File: config.mk
export PLATFORM = sky130hd
export DESIGN_NAME = fft_frame_sequencer_flat
export DESIGN_NICKNAME = d
export VERILOG_FILES = /design/src/rtl/fft_frame_sequencer_if.sv /design/src/rtl/fft_frame_sequencer.sv /design/src/flat_wrapper.sv
export SDC_FILE = /design/constraint.sdc
export NUM_CORES = 2
export LEC_CHECK = 0
export CAP_MARGIN = 20
export CORE_MARGIN = 3
export CORE_UTILIZATION = 40
export DETAILED_ROUTE_END_ITERATION = 12
export SLEW_MARGIN = 0
export SYNTH_ARGS = -nofsm -noshare
export SYNTH_HDL_FRONTEND = slang
export SYNTH_SLANG_ARGS = --single-unit
File: constraint.sdc
create_clock -name clock -period 3.2 [get_ports clock]
set_input_delay 0.32 -clock clock [delete_from_list [all_inputs] [get_ports clock]]
set_output_delay 0.32 -clock clock [all_outputs]
set_load 0.005 [all_outputs]
File: src/rtl/fft_frame_sequencer_if.sv
// fft_frame_sequencer_if: sample, FFT and power-bin signals of the frame sequencer
interface fft_frame_sequencer_if #(
    parameter int DATA_WIDTH = 16
);
    logic                         enable;
    logic                         sample_valid;
    logic signed [DATA_WIDTH-1:0] sample_data;
    logic                         sample_ready;
    logic                         fft_valid_in;
    logic [DATA_WIDTH-1:0]        fft_real_in;
    logic [DATA_WIDTH-1:0]        fft_imag_in;
    logic                         fft_ready;
    logic                         fft_valid_out;
    logic signed [DATA_WIDTH-1:0] fft_real_out;
    logic signed [DATA_WIDTH-1:0] fft_imag_out;
    logic                         bin_valid;
    logic [4:0]                   bin_index;
    logic [2*DATA_WIDTH-1:0]      bin_power;
    logic                         frame_done;
    logic [7:0]                   overrun_count;

    modport master (
        input  enable, sample_valid, sample_data, fft_ready, fft_valid_out, fft_real_out, fft_imag_out,
        output sample_ready, fft_valid_in, fft_real_in, fft_imag_in, bin_valid, bin_index, bin_power,
               frame_done, overrun_count
    );

    modport slave (
        output enable, sample_valid, sample_data, fft_ready, fft_valid_out, fft_real_out, fft_imag_out,
        input  sample_ready, fft_valid_in, fft_real_in, fft_imag_in, bin_valid, bin_index, bin_power,
               frame_done, overrun_count
    );
endinterface

File: src/rtl/fft_frame_sequencer.sv
// fft_frame_sequencer: buffers samples, feeds overlapping frames to the FFT, emits power bins
module fft_frame_sequencer #(
    parameter int DATA_WIDTH = 16,
    parameter int FFT_SIZE   = 32,
    parameter int HOP        = 16,
    parameter int BUF_DEPTH  = 64,
    parameter int OUT_BINS   = 17
) (
    input logic                   clock,
    input logic                   reset,
    fft_frame_sequencer_if.master bus
);
    localparam int AW = $clog2(BUF_DEPTH);
    localparam int FW = $clog2(FFT_SIZE) + 1;
    localparam int CW = $clog2(FFT_SIZE);

    typedef enum logic [1:0] {FILL, WAIT, FEED, COLLECT} state_t;

    state_t                        state;
    logic [AW:0]                   wr_ptr;
    logic [AW:0]                   frame_base;
    logic [AW:0]                   occupancy;
    logic [FW-1:0]                 feed_cnt;
    logic [CW-1:0]                 bin_cnt;
    logic [AW-1:0]                 rd_addr;
    logic [DATA_WIDTH-1:0]         buffer [BUF_DEPTH];
    logic                          accept;
    logic                          have_frame;
    logic signed [2*DATA_WIDTH-1:0] re_sq;
    logic signed [2*DATA_WIDTH-1:0] im_sq;

    assign occupancy        = wr_ptr - frame_base;
    assign bus.sample_ready = occupancy < (AW+1)'(BUF_DEPTH);
    assign accept           = bus.sample_valid && bus.sample_ready;
    assign have_frame       = occupancy >= (AW+1)'(FFT_SIZE);
    assign rd_addr          = frame_base[AW-1:0] + AW'(feed_cnt);
    assign re_sq            = (2*DATA_WIDTH)'(bus.fft_real_out) * (2*DATA_WIDTH)'(bus.fft_real_out);
    assign im_sq            = (2*DATA_WIDTH)'(bus.fft_imag_out) * (2*DATA_WIDTH)'(bus.fft_imag_out);
    assign bus.fft_imag_in  = '0;

    // Sample storage; unreset because only entries below wr_ptr are ever read
    always_ff @(posedge clock)
        if (accept) buffer[wr_ptr[AW-1:0]] <= bus.sample_data;

    // Write pointer and saturating count of samples dropped while the buffer is full
    always_ff @(posedge clock or posedge reset)
        if (reset) begin
            wr_ptr            <= '0;
            bus.overrun_count <= '0;
        end else if (accept) begin
            wr_ptr <= wr_ptr + 1'b1;
        end else if (bus.sample_valid && bus.overrun_count != 8'hFF) begin
            bus.overrun_count <= bus.overrun_count + 1'b1;
        end

    // Frame FSM: wait for a full frame, stream it to the FFT, then square and forward the returned bins
    always_ff @(posedge clock or posedge reset)
        if (reset) begin
            state            <= FILL;
            frame_base       <= '0;
            feed_cnt         <= '0;
            bin_cnt          <= '0;
            bus.fft_valid_in <= 1'b0;
            bus.fft_real_in  <= '0;
            bus.bin_valid    <= 1'b0;
            bus.bin_index    <= '0;
            bus.bin_power    <= '0;
            bus.frame_done   <= 1'b0;
        end else begin
            bus.bin_valid  <= 1'b0;
            bus.frame_done <= 1'b0;
            case (state)
                FILL: if (have_frame) state <= WAIT;
                WAIT: if (bus.enable && bus.fft_ready && have_frame) begin
                    state            <= FEED;
                    bus.fft_valid_in <= 1'b1;
                    bus.fft_real_in  <= buffer[rd_addr];
                    feed_cnt         <= FW'(1);
                end
                FEED: if (feed_cnt == FW'(FFT_SIZE)) begin
                    bus.fft_valid_in <= 1'b0;
                    frame_base       <= frame_base + (AW+1)'(HOP);
                    feed_cnt         <= '0;
                    state            <= COLLECT;
                end else begin
                    bus.fft_real_in <= buffer[rd_addr];
                    feed_cnt        <= feed_cnt + 1'b1;
                end
                COLLECT: if (bus.fft_valid_out) begin
                    if ({1'b0, bin_cnt} < (CW+1)'(OUT_BINS)) begin
                        bus.bin_valid <= 1'b1;
                        bus.bin_index <= 5'(bin_cnt);
                        bus.bin_power <= $unsigned(re_sq) + $unsigned(im_sq);
                    end
                    bin_cnt <= bin_cnt + 1'b1;
                    if (bin_cnt == CW'(FFT_SIZE - 1)) begin
                        bin_cnt        <= '0;
                        bus.frame_done <= 1'b1;
                        state          <= WAIT;
                    end
                end
                default: state <= FILL;
            endcase
        end
endmodule

File: src/flat_wrapper.sv
// flat-port wrapper written by rule: the top's interface ports become plain ports
module fft_frame_sequencer_flat 
#(
    parameter int DATA_WIDTH = 16,
    parameter int FFT_SIZE   = 32,
    parameter int HOP        = 16,
    parameter int BUF_DEPTH  = 64,
    parameter int OUT_BINS   = 17
)
  (clock, reset, bus_enable, bus_sample_valid, bus_sample_data, bus_fft_ready, bus_fft_valid_out, bus_fft_real_out, bus_fft_imag_out, bus_sample_ready, bus_fft_valid_in, bus_fft_real_in, bus_fft_imag_in, bus_bin_valid, bus_bin_index, bus_bin_power, bus_frame_done, bus_overrun_count);
  fft_frame_sequencer_if #(.DATA_WIDTH(DATA_WIDTH)) bus_i ();
  input logic clock;
  input logic reset;
  input wire logic [$bits(bus_i.enable)-1:0] bus_enable;
  input wire logic [$bits(bus_i.sample_valid)-1:0] bus_sample_valid;
  input wire logic [$bits(bus_i.sample_data)-1:0] bus_sample_data;
  input wire logic [$bits(bus_i.fft_ready)-1:0] bus_fft_ready;
  input wire logic [$bits(bus_i.fft_valid_out)-1:0] bus_fft_valid_out;
  input wire logic [$bits(bus_i.fft_real_out)-1:0] bus_fft_real_out;
  input wire logic [$bits(bus_i.fft_imag_out)-1:0] bus_fft_imag_out;
  output wire logic [$bits(bus_i.sample_ready)-1:0] bus_sample_ready;
  output wire logic [$bits(bus_i.fft_valid_in)-1:0] bus_fft_valid_in;
  output wire logic [$bits(bus_i.fft_real_in)-1:0] bus_fft_real_in;
  output wire logic [$bits(bus_i.fft_imag_in)-1:0] bus_fft_imag_in;
  output wire logic [$bits(bus_i.bin_valid)-1:0] bus_bin_valid;
  output wire logic [$bits(bus_i.bin_index)-1:0] bus_bin_index;
  output wire logic [$bits(bus_i.bin_power)-1:0] bus_bin_power;
  output wire logic [$bits(bus_i.frame_done)-1:0] bus_frame_done;
  output wire logic [$bits(bus_i.overrun_count)-1:0] bus_overrun_count;
  assign bus_i.enable = bus_enable;
  assign bus_i.sample_valid = bus_sample_valid;
  assign bus_i.sample_data = bus_sample_data;
  assign bus_i.fft_ready = bus_fft_ready;
  assign bus_i.fft_valid_out = bus_fft_valid_out;
  assign bus_i.fft_real_out = bus_fft_real_out;
  assign bus_i.fft_imag_out = bus_fft_imag_out;
  assign bus_sample_ready = bus_i.sample_ready;
  assign bus_fft_valid_in = bus_i.fft_valid_in;
  assign bus_fft_real_in = bus_i.fft_real_in;
  assign bus_fft_imag_in = bus_i.fft_imag_in;
  assign bus_bin_valid = bus_i.bin_valid;
  assign bus_bin_index = bus_i.bin_index;
  assign bus_bin_power = bus_i.bin_power;
  assign bus_frame_done = bus_i.frame_done;
  assign bus_overrun_count = bus_i.overrun_count;
  fft_frame_sequencer #(.DATA_WIDTH(DATA_WIDTH), .FFT_SIZE(FFT_SIZE), .HOP(HOP), .BUF_DEPTH(BUF_DEPTH), .OUT_BINS(OUT_BINS)) u_core (.clock(clock), .reset(reset), .bus(bus_i));
endmodule
==> impl_metrics.yaml <==
synth:
  syn_area_per_cell_um2: 16.4
  synth_top_area_share: 0.511
  synth_area_leaders: "edfxtp_1 51%, fa_1 17%, mux4_2 13%"
  synth_ff_type: "edfxtp_1"
  ys_async_sr_fraction: 0.0783
  yosysWarnings: 0
  yosysUniqueCellTypes: 58
  synth_area_um2: 60100
  synth_seq_cells: 1111
  ys_seq_area_frac: 0.548
  syn_inst: 3668
  yosysTopAreaCell: "edfxtp_1"
  synth-edff-count: 1024
routing:
  ant_nets: 0
  vias: 32800
  dr.pass1.iters: 5
  drc_errors: 0
  routed_wl_um: 153000
  drt_iter0_drc: 2319
  viasPerCell: 5.10
  wire_per_inst_um: 23.8
cells_and_area:
  final_common_cell: "edfxtp_1"
  final_cell_mix: "1024 x edfxtp_1, 562 x inv_1, 479 x fa_1"
  drive_gt1_frac: 0.337
  syn2layout_area_growth_pct: 23.2
  nets: 5048
sta:
  hold_viol: 0
  tightest_slew_ns: 0.831
  timing.fmax_ghz: 0.149
  period_share: 2.09
  slew-limit-headroom: 0.446
  hold_ws_ns: 0.0277
  rsz0062_at_grt: "true"
  drv_slew: 0
  setup_slack_ns: -3.50
  worst_clock_skew_ns: 0.0502
  fin_crit_ns: 6.70
  setup_viol: 27
placement:
  dp_hpwl_um: 104000
  place_ws_ns: -4.72
  port_buffers: 118
  routabilityCongestion: 0.874
global_route:
  antenna_found_initial: 7
  grt_max_degree: 65
  first_global_vias: 35000
  overflow: 0
  track_usage: 0.201
  grt_pass1_wl_um: 232000
outcome:
  status: "complete, but fails checks"
  violations: "setup timing"
cts:
  cts.htree.levels: 3
  cts_buffer_depth: 3
  clk_pin_slew_ns: 0.06
  cts-root-buf: "clkbuf_16"
  cts_sinks: 1111
  cts_tree: "yes"
  clock_latency_ns: 0.76
  cts_buffers: 112
floorplan:
  core.rowCount: 141
  dieWidth_um: 394
  start_util: 0.405
  dieArea_um2: 155000
  die_y_um: 394
  ios: 135
  core_area_um2: 149000
critical_path:
  crit_arrival_ns: 7.34
  startpoint_type: "primary input"
  cp.required_ns: 3.84
  crit_path_end_kind: "flip-flop"
  slowest_stage: "fa_1"
  path_class: "in -> reg"
  worstPathMaxFanout: 5
  critical-path-max-stage-delay_ns: 0.56
hold_path:
  hold_path_class: "in -> reg"
run:
  cap_viol_max_count: 0
## path summary, 6_finish.rpt
check	from	end	slack [ns]	cells past startpoint
setup / recovery	bus_fft_real_out[6]	u_core.bus.bin_power[29]	-3.50	30
hold / removal	bus_sample_data[1]	u_core.buffer[57][1]	0.03	1
setup reg to reg	u_core.feed_cnt[0]	u_core.bus.fft_real_in[2]	0.16	7
hold reg to reg	u_core.bus.bin_power[13]	u_core.bus.bin_power[13]	0.48	2
max in group asynchronous	reset	u_core.bus.bin_power[4]	1.84	4
min in group asynchronous	reset	u_core.bus.overrun_count[4]	0.58	3
## final cells by class
cell class / instances / area [um^2]
multi-input combinational: 1780 / 25800
fill: 12400 / 74500
antenna: 4 / 10.0
clock inverter: 89 / 1080
sequential: 1111 / 32900
tap: 2002 / 2500
clock buffer: 125 / 2850
timing repair buffer: 670 / 6410
inverter: 639 / 2430
## critical path: cells and delay by family
kind | cells | cell delay (ns)
AO/OA/AOI/OAI | 4 | 0.72
adder cells (fa/ha/maj) | 9 | 4.30
buffers and inverters | 12 | 1.20
AND/OR/NAND/NOR | 5 | 0.79
## kinds of logic (layout without fill, tap and decap cells)
logic type	count (synthesis)	count (layout)	synth area share
AO/OA/AOI/OAI	122	122	0.0128
XOR/XNOR	73	73	0.0106
adder cells (fa/ha/maj)	680	680	0.207
buffers and inverters	793	1523	0.0512
flip-flops	1111	1111	0.548
multiplexers	361	361	0.130
other	1	21	0.0000624
AND/OR/NAND/NOR	527	527	0.0407
## metal layers
layer  wire length (um)  global-route usage  vias to the layer above  part of all wire
met5                 27                   0                        -           0.00018
met4               4320              0.0499                        4             0.028
met3               8110              0.0263                      231             0.053
met2              75500               0.333                      956              0.49
met1              64600               0.283                    17400              0.42
li1                   -                   -                    14200                 -
## registers in the layout, summed over array words and instances, names as in the netlist, 3 cells and up
name	cells
u_core.bin_cnt	5
u_core.buffer	1024
u_core.bus.bin_index	5
u_core.bus.bin_power	32
u_core.bus.fft_real_in	16
u_core.bus.overrun_count	8
u_core.feed_cnt	6
u_core.frame_base	3
u_core.wr_ptr	7
## metrics by stage
stage | std cells | setup TNS (ns) | utilization | area [um^2]
2_1_floorplan | 3684 | -74.19 | - | 61000
3_3_place_gp | 6097 | -108.21 | 0.456 | 67800
3_5_place_dp | 6097 | -107.90 | 0.456 | 67800
4_1_cts | 6376 | -72.95 | 0.492 | 73100
5_1_grt | 6417 | -78.15 | 0.499 | 74100
6_report | 6420 | -74.39 | 0.499 | 74100
## cell usage after synthesis (14+ instances only)
| cell | number |
|---|---|
| buf_2 | 23 |
| clkbuf_1 | 97 |
| inv_1 | 637 |
| and2_1 | 90 |
| o21ai_0 | 34 |
| mux2_2 | 23 |
| a21o_1 | 14 |
| dfrtp_1 | 87 |
| xor2_1 | 22 |
| edfxtp_1 | 1024 |
| a21oi_1 | 20 |
| ha_1 | 159 |
| buf_1 | 16 |
| nand3_1 | 15 |
| mux4_2 | 336 |
| buf_4 | 16 |
| fa_1 | 521 |
| xnor2_1 | 51 |
| nor2_1 | 127 |
| nand2_1 | 215 |
| nor2b_1 | 21 |
## timing repair
action | 4_1_cts | 5_1_grt
endpoints found under the setup margin | 28 | 47
gates resized for setup | 360 | 183
cloned | 4 | 0
pin swaps | 161 | 161
endpoints found under the hold margin | 17 | 8
buffers inserted | 66 | 48
hold buffers | 2 | 1
Power is left out: the tool's default activity adds up to more than one toggle a clock period on the data nets, which glitch-free logic cannot reach.
